==> src/rtl/mult_seq_16_pkg.sv <==
// Shared definitions for the iterative 16x16 shift-and-add multiplier:
// FSM state encoding, operand width, iteration count and the magnitude helper.
package mult_seq_16_pkg;

  typedef enum logic [1:0] {
    IDLE = 2'd0,
    RUN  = 2'd1,
    FIX  = 2'd2,
    DONE = 2'd3
  } state_t;

  // The iteration adder is a fixed 16-bit part, so the width cannot change.
  localparam int WIDTH = 16;
  localparam int ITER  = 16;

  // Absolute value of a 16-bit operand when it is two's complement.
  // 0x8000 maps to 0x8000, which is the correct unsigned magnitude.
  function automatic logic [15:0] magnitude(input logic [15:0] v, input logic sgn);
    return (sgn && v[15]) ? (~v + 16'd1) : v;
  endfunction

endpackage

==> src/rtl/mult_seq_16_cla.sv <==
// 16-bit carry-lookahead adder: four 4-bit lookahead groups chained by
// their group carries. Provides sum, carry-out and a signed/unsigned
// overflow indication.
module mult_seq_16_cla
  import mult_seq_16_pkg::*;
(
  input  logic [15:0] a,
  input  logic [15:0] b,
  input  logic        cin,
  input  logic        sign,
  output logic [15:0] sum,
  output logic        cout,
  output logic        ofl
);

  logic [15:0] g;
  logic [15:0] p;
  logic [16:0] c;

  // Carries c1..c4 of one 4-bit group computed directly from g/p and the group carry-in.
  function automatic logic [3:0] cla4(input logic [3:0] gg, input logic [3:0] pp, input logic ci);
    logic [3:0] co;
    co[0] = gg[0] | (pp[0] & ci);
    co[1] = gg[1] | (pp[1] & gg[0]) | (pp[1] & pp[0] & ci);
    co[2] = gg[2] | (pp[2] & gg[1]) | (pp[2] & pp[1] & gg[0]) | (pp[2] & pp[1] & pp[0] & ci);
    co[3] = gg[3] | (pp[3] & gg[2]) | (pp[3] & pp[2] & gg[1]) | (pp[3] & pp[2] & pp[1] & gg[0])
          | (pp[3] & pp[2] & pp[1] & pp[0] & ci);
    return co;
  endfunction

  // Generate/propagate, group lookahead carries, then sum and flags.
  always_comb begin
    g       = a & b;
    p       = a ^ b;
    c       = '0;
    c[0]    = cin;
    c[4:1]  = cla4(g[3:0],   p[3:0],   c[0]);
    c[8:5]  = cla4(g[7:4],   p[7:4],   c[4]);
    c[12:9] = cla4(g[11:8],  p[11:8],  c[8]);
    c[16:13]= cla4(g[15:12], p[15:12], c[12]);
    sum     = p ^ c[15:0];
    cout    = c[16];
    ofl     = sign ? ((a[15] == b[15]) && (sum[15] != a[15])) : c[16];
  end

endmodule

==> src/rtl/mult_seq_16.sv <==
// Iterative shift-and-add 16x16 multiplier with start/busy/done handshake.
// Operands are converted to magnitudes, multiplied over 16 add/shift
// iterations, and the sign is reapplied in a final FIX cycle.
// Fixed latency: start accepted at edge T gives done in cycle T+18.
module mult_seq_16
  import mult_seq_16_pkg::*;
(
  input  logic                 clk,
  input  logic                 rst_n,
  input  logic                 start,
  input  logic [WIDTH-1:0]     a,
  input  logic [WIDTH-1:0]     b,
  input  logic                 sign,
  output logic                 busy,
  output logic                 done,
  output logic [2*WIDTH-1:0]   product,
  output logic                 ofl
);

  localparam logic [4:0] LAST_CNT = 5'(ITER - 1);

  state_t      state;
  logic [4:0]  cnt;
  logic [15:0] mcand;
  logic [15:0] mq;
  logic [15:0] acc;
  logic        neg;
  logic        op_signed;

  logic [15:0] add_sum;
  logic        add_cout;
  logic        unused_adder_ofl;

  logic [15:0] step_s;
  logic        step_c;
  logic [31:0] p_raw;
  logic [31:0] p_fix;
  logic        ofl_fix;

  // Iteration adder: unsigned, no carry-in; only sum and carry-out matter.
  mult_seq_16_cla u_cla (
    .a    (acc),
    .b    (mcand),
    .cin  (1'b0),
    .sign (1'b0),
    .sum  (add_sum),
    .cout (add_cout),
    .ofl  (unused_adder_ofl)
  );

  // Per-iteration partial sum and the sign-corrected final product with its overflow flag.
  always_comb begin
    step_c  = mq[0] ? add_cout : 1'b0;
    step_s  = mq[0] ? add_sum  : acc;
    p_raw   = {acc, mq};
    p_fix   = neg ? (~p_raw + 32'd1) : p_raw;
    ofl_fix = op_signed ? (p_fix[31:16] != {16{p_fix[15]}})
                        : (p_fix[31:16] != 16'd0);
  end

  // Control FSM with datapath registers and registered handshake outputs.
  always_ff @(posedge clk or negedge rst_n) begin
    if (!rst_n) begin
      state     <= IDLE;
      busy      <= 1'b0;
      done      <= 1'b0;
      product   <= '0;
      ofl       <= 1'b0;
      cnt       <= '0;
      mcand     <= '0;
      mq        <= '0;
      acc       <= '0;
      neg       <= 1'b0;
      op_signed <= 1'b0;
    end else begin
      case (state)
        IDLE: begin
          done <= 1'b0;
          if (start) begin
            mcand     <= magnitude(a, sign);
            mq        <= magnitude(b, sign);
            acc       <= '0;
            cnt       <= '0;
            neg       <= sign & (a[15] ^ b[15]);
            op_signed <= sign;
            busy      <= 1'b1;
            state     <= RUN;
          end
        end
        RUN: begin
          // 33-bit {carry, sum, mq} shifted right by one keeps the carry.
          acc <= {step_c, step_s[15:1]};
          mq  <= {step_s[0], mq[15:1]};
          cnt <= cnt + 5'd1;
          if (cnt == LAST_CNT) begin
            state <= FIX;
          end
        end
        FIX: begin
          product <= p_fix;
          ofl     <= ofl_fix;
          busy    <= 1'b0;
          done    <= 1'b1;
          state   <= DONE;
        end
        DONE: begin
          done  <= 1'b0;
          state <= IDLE;
        end
        default: begin
          state <= IDLE;
        end
      endcase
    end
  end

endmodule

==> config.mk <==
export PLATFORM = sky130hd
export DESIGN_NAME = mult_seq_16
export DESIGN_NICKNAME = d
export VERILOG_FILES = /design/src/rtl/mult_seq_16_pkg.sv /design/src/rtl/mult_seq_16_cla.sv /design/src/rtl/mult_seq_16.sv
export SDC_FILE = /design/constraint.sdc
export NUM_CORES = 1
export LEC_CHECK = 0
export ABC_AREA = 0
export CAP_MARGIN = 15
export CORE_MARGIN = 2
export CORE_UTILIZATION = 54
export DETAILED_ROUTE_END_ITERATION = 8
export PLACE_DENSITY_LB_ADDON = 0.08
export SLEW_MARGIN = 20
export SYNTH_ARGS = -nofsm -noshare
export SYNTH_HDL_FRONTEND = slang
export SYNTH_SLANG_ARGS = --single-unit
==> constraint.sdc <==
create_clock -name clk -period 4 [get_ports clk]
set_input_delay 0.4 -clock clk [delete_from_list [all_inputs] [get_ports clk]]
set_output_delay 0.4 -clock clk [all_outputs]
set_load 0.005 [all_outputs]
After elaboration in Yosys (flattened, before gate mapping)
Index checks and enable logic that the tools add are counted.

storage, ports and cells
  bits in registers = 92
  logic and storage cells = 153

operators by class
  muxes and demuxes = 18
  bitwise gates (word level) = 101
  equality and inequality tests = 7
  reductions and logical operators = 12
  $add $sub $neg = 4

operator list
  operator                                       count
  2-to-1 mux 16 bit                              5
  one-hot mux 16 bit (2 select lines)            2
  bitwise AND 1 bit                              58
  bitwise OR 1 bit                               36
  adder 16 x 1 -> 16 bit, second input constant  2
  adder 32 x 1 -> 32 bit, second input constant  1
  2-to-1 mux 32 bit                              1
  NOT 16 bit                                     2
  NOT 32 bit                                     1
  bitwise XOR 16 bit                             2
  bitwise AND 16 bit                             1
  != test 16 bit                                 1
  nonzero test 16 bit                            1
  one-hot mux 5 bit (2 select lines)             1
  one-hot mux 2 bit (4 select lines)             1
  AND reduction 2 bit                            4
  nonzero test 2 bit                             3
  adder 5 x 1 -> 5 bit, second input constant    1
  == test 5 x 4 -> 1 bit, second input constant  1
  2-to-1 mux 5 bit                               1
  == test 2 bit, second input constant           2
  2-to-1 mux 2 bit                               2
  != test 2 bit, second input constant           2
  one-hot mux 1 bit (2 select lines)             2
  6 further kinds                                9

Logic depth before layout (Yosys ltp)
  word-level depth = 14
  gate-level depth with buffers = 13
  mapped depth without buffers = 13

Hierarchy
Synthesis repeated with hierarchy kept, for this count alone.

second synthesis, totals
  cell total of the unflattened synthesis = 686
  area, all modules = 6120.9 um2

modules (own cells, without submodules)
  module           area an instance (um2)  cells each  seq. area each (um2)  times used
  mult_seq_16      5381.4                  599         2302.2                1
  mult_seq_16_cla  739.5                   87          0.0                   1

Least setup slack after synthesis
OpenSTA, ideal clock, no wires.

  kind = reg-to-reg
  start point = register mq[0]
  end point = register ofl
  clock period less this slack = 3.210 ns
  library setup time = 0.141 ns
  arrival = 3.069 ns
  path slack = 0.790 ns
  stages on the path, launching flop included = 13
  cell sequence = dfrtp_1 -> clkbuf_1 -> inv_1 -> clkbuf_1 -> ha_1 -> nor3b_2 -> nand4_1 -> o21ai_0 -> xor2_1 -> or4_1 -> or4_1 -> o41ai_2 -> a221oi_1

on the way
  cells in the longest elaborated chain, start to end = 5
  elaborated cells on any way between the ends = 6

ends and longest elaborated chain
  what                                                          RTL line                              text
  start: declaration                                            mult_seq_16.sv:25                     logic [15:0] mq;
  start signal: assignment                                      mult_seq_16.sv:81                     mq <= magnitude(b, sign);
  start signal: assignment                                      mult_seq_16.sv:93                     mq <= {step_s[0], mq[15:1]};
  NOT 32 bit *                                                  mult_seq_16.sv:56                     p_fix = neg ? (~p_raw + 32'd1) : p_raw;
  adder 32 x 1 -> 32 bit *                                      mult_seq_16.sv:56
  2-to-1 mux 32 bit *                                           mult_seq_16.sv:56
  != test 16 bit / nonzero test 16 bit (equally long branches)  mult_seq_16.sv:57, mult_seq_16.sv:58
  2-to-1 mux 1 bit *                                            mult_seq_16.sv:57                     ofl_fix = op_signed ? (p_fix[31:16] != {16{p_fix[15]}})
  end signal: assignment                                        mult_seq_16.sv:101                    ofl <= ofl_fix;
  end: declaration                                              mult_seq_16.sv:17                     output logic ofl

Every way passes the cells marked *; elsewhere a longest branch is shown, timed or not.
A chain may end at the register's enable or synchronous reset.

Worst setup path after layout
  start point = register acc[1]
  end point = register acc[12]

on the way
  cells in the longest elaborated chain, start to end = 13
  elaborated cells on any way between the ends = 16

ends and longest elaborated chain
  what                                                             RTL line                                      text
  start: declaration                                               mult_seq_16.sv:26                             logic [15:0] acc;
  start signal: assignment                                         mult_seq_16.sv:92                             acc <= {step_c, step_s[15:1]};
  bitwise AND 16 bit / bitwise XOR 16 bit (equally long branches)  mult_seq_16_cla.sv:33, mult_seq_16_cla.sv:34
  bitwise AND 1 bit                                                mult_seq_16_cla.sv:26                         co[3] = gg[3] | (pp[3] & gg[2]) | (pp[3] & pp[2] & gg[1]) | (pp[3] & pp[2] & pp[1] & gg[0])
  bitwise OR 1 bit / bitwise AND 1 bit (equally long branches)     mult_seq_16_cla.sv:26
  bitwise OR 1 bit *                                               mult_seq_16_cla.sv:26
  bitwise AND 1 bit *                                              mult_seq_16_cla.sv:27                         | (pp[3] & pp[2] & pp[1] & pp[0] & ci);
  bitwise OR 1 bit *                                               mult_seq_16_cla.sv:27
  bitwise AND 1 bit *                                              mult_seq_16_cla.sv:27
  bitwise OR 1 bit *                                               mult_seq_16_cla.sv:27
  bitwise AND 1 bit *                                              mult_seq_16_cla.sv:23                         co[0] = gg[0] | (pp[0] & ci);
  bitwise OR 1 bit *                                               mult_seq_16_cla.sv:23
  bitwise XOR 16 bit *                                             mult_seq_16_cla.sv:41                         sum = p ^ c[15:0];
  2-to-1 mux 16 bit *                                              mult_seq_16.sv:54                             step_s = mq[0] ? add_sum : acc;
  one-hot mux 16 bit (2 select lines) *                            mult_seq_16.sv:76                             case (state)

Marked as above.

==> impl_metrics.json <==
{
  "worst_slew_pin_slew_ps": 886.3,
  "powerDensity_nw_per_um2": 751.9,
  "finalNonFillerCells": 866,
  "ys_seq_elements": 92,
  "syn_avg_cell_area_sq_um": 8.682,
  "startpoint_type": "flop",
  "layout-drive-gt1-share_pct": 5.479,
  "ctsResizeCount": 0,
  "clock-sinks": 92,
  "nets": 790,
  "final_area_sq_um": 6887,
  "hold_ws_ps": 62.56,
  "grt_pass1_vias": 4672,
  "place_hpwl_um": 10050,
  "routed_via_density": 5.763,
  "first_pass_iters": 4,
  "row_count": 37,
  "async_flop_share_pct": 100.0,
  "yosysWarningCount": 0,
  "clk_pin_slew_ps": 90,
  "n_antenna_cell": 0,
  "holdBufCountCts": 0,
  "wl_per_cell_um": 15.53,
  "crit_path_end_kind": "flop",
  "route.detailed.drc": 0,
  "cts-root-buf": "clkbuf_8",
  "areaGrowthSynthToFinish_pct": 17.86,
  "p_leak_uw": 0.002959,
  "final_util_pct": 66.11,
  "crit_type": "reg2reg",
  "antenna_left": 0,
  "dp.cells": 850,
  "globalplace.congestion": 0.9041,
  "drt_iter0_drc": 328,
  "ctsLongestPathBuffers": 2,
  "fin_tns_setup_ps": 0,
  "syn_nets": 738,
  "ys_seq_area_share_pct": 39.40,
  "syn-cell-area_sq_um": 5843,
  "io_pins": 71,
  "yosys_most_used_dff": "dfrtp_1",
  "die_h_um": 108.0,
  "cts_buffers": 9,
  "synth_edf_count": 0,
  "setup_viol_count_final": 0,
  "grt_start_max_net_pins": 62,
  "layout_common_cells": "92 x dfrtp_1, 81 x o21ai_0, 74 x nand2_1",
  "worstPathMaxFanout": 16,
  "min_path_type": "in2async",
  "gr-usage-all-layers_pct": 24.63,
  "maxClockFrequency_mhz": 287.4,
  "netlist_instances": 673,
  "grt_remaining_overflow": 0,
  "drt_wl_total_um": 13450,
  "core_region_area_sq_um": 10420,
  "grt_pass1_wl_um": 22940,
  "post_cts_buffers": 0,
  "final.min_clock_period_ps": 3479,
  "synthDistinctLibCells": 57,
  "clock_skew_ps": 12.07,
  "slew_headroom_pct": 40.77,
  "drv_cap": 0,
  "timing.final.crit_share_pct": 86.98,
  "slew_violations": 0,
  "dieArea_sq_um": 11670,
  "tritoncts": "built",
  "initial_core_util_pct": 56.10,
  "crit_required_ps": 4230,
  "port_buffers": 70,
  "hold_viol": 0,
  "via_count": 4991,
  "die_x_um": 108.0,
  "antenna_found_initial": 0,
  "insertion_delay_ps": 360,
  "final_common_cell": "dfrtp_1",
  "arrival_ps": 3710,
  "status": "completed",
  "placed_cell_area_sq_um": 6638,
  "cts_htree_levels": 3,
  "vdd_drop_max_mv": 0.7620,
  "rsz0062_at_grt": "no"
}
==> state kept, by name, indices dropped and copies added (netlist names) <==
signal	count
neg	1
product	32
mcand	16
busy	1
state	2
op_signed	1
ofl	1
cnt	5
acc	16
done	1
mq	16
==> synth_stat cells (all sizes together) (4+ instances only) <==
cell	instances	area, sq um
a21o	6	45.04
a21oi	61	305.3
a31oi	4	25.02
and2	5	31.28
and3	4	25.02
clkbuf	34	127.6
dfrtp	92	2302
fa	4	80.08
ha	25	312.8
inv	19	71.32
mux2	4	45.04
mux2i	11	110.1
nand2	74	277.8
nand2b	6	37.54
nand3	8	40.04
nand4	4	25.02
nor2	73	274.0
nor2b	5	31.28
nor3	7	35.03
nor3b	4	35.03
nor4	8	77.57
o21ai	82	410.4
o31ai	15	112.6
o41ai	7	68.82
or3	6	37.54
or4	8	60.06
xnor2	23	201.4
xor2	40	350.3
==> worst max-delay path, stage by stage (launching register included) <==
cell and delay, ps:
dfrtp_1 680, ha_1 330, a21o_1 170, a21oi_1 260, o21ai_0 210, a31oi_1 350, nor2_1 130, a21o_1 220
a21o_1 190, fa_1 380, xnor2_1 160, nor2_1 50, a21oi_1 120, o21ai_0 80
==> path summary, 6_finish.rpt <==
| check | to | slack [ps] | start | cells past startpoint |
|---|---|---|---|---|
| worst max-delay path | acc[12] | 520 | acc[1] | 13 |
| worst min-delay path | product[25] | 60 | rst_n | 1 |
| worst max register to register | acc[12] | 520 | acc[1] | 13 |
| worst min register to register | cnt[4] | 500 | cnt[4] | 2 |
| max in group asynchronous | product[31] | 2990 | rst_n | 2 |
| min in group clk | cnt[4] | 500 | cnt[4] | 2 |
==> cells by family (layout without fill, tap and decap cells) <==
family / after synthesis / in the layout / synth area share, %
flip-flops: 92 / 92 / 39.40
AO/OA/AOI/OAI: 199 / 199 / 20.30
AND/OR/NAND/NOR: 219 / 219 / 17.86
multiplexers: 15 / 15 / 2.655
XOR/XNOR: 63 / 63 / 9.443
buffers and inverters: 56 / 113 / 3.619
adder cells (fa/ha/maj): 29 / 29 / 6.724
==> final cells by class <==
class,instances,area [sq um]
Timing Repair Buffer,78,758.2
Clock inverter,6,111.4
Tap cell,136,170.2
Multi-Input combinational cell,525,3336
Clock buffer,10,137.6
Fill cell,883,3530
Sequential cell,92,2302
Inverter,19,71.32
==> report_power, final <==
part           switching (uW)  internal [uW]  total (uW)
registers                 430           1340        1770
logic                    1460           1190        2650
clock network             331            432         763
==> per-stage QoR <==
stage          total power (uW)  setup slack [ps]
6_report                   5178             520.8
5_1_grt                    5645             260.0
4_1_cts                    5189             546.2
3_5_place_dp               4408             574.2
3_3_place_gp               4307             730.9
2_1_floorplan              3479             789.7
==> per-layer routing <==
layer | GRT usage (%) | vias up | share of wire (%)
met3 | 3.134 | 19 | 4.4
met2 | 40.16 | 135 | 47
met5 | 0 | - | 0
met4 | 7.326 | 0 | 1.5
met1 | 34.57 | 2360 | 47
li1 | - | 2477 | -
Note: power is estimated with default switching activity, not from simulation.
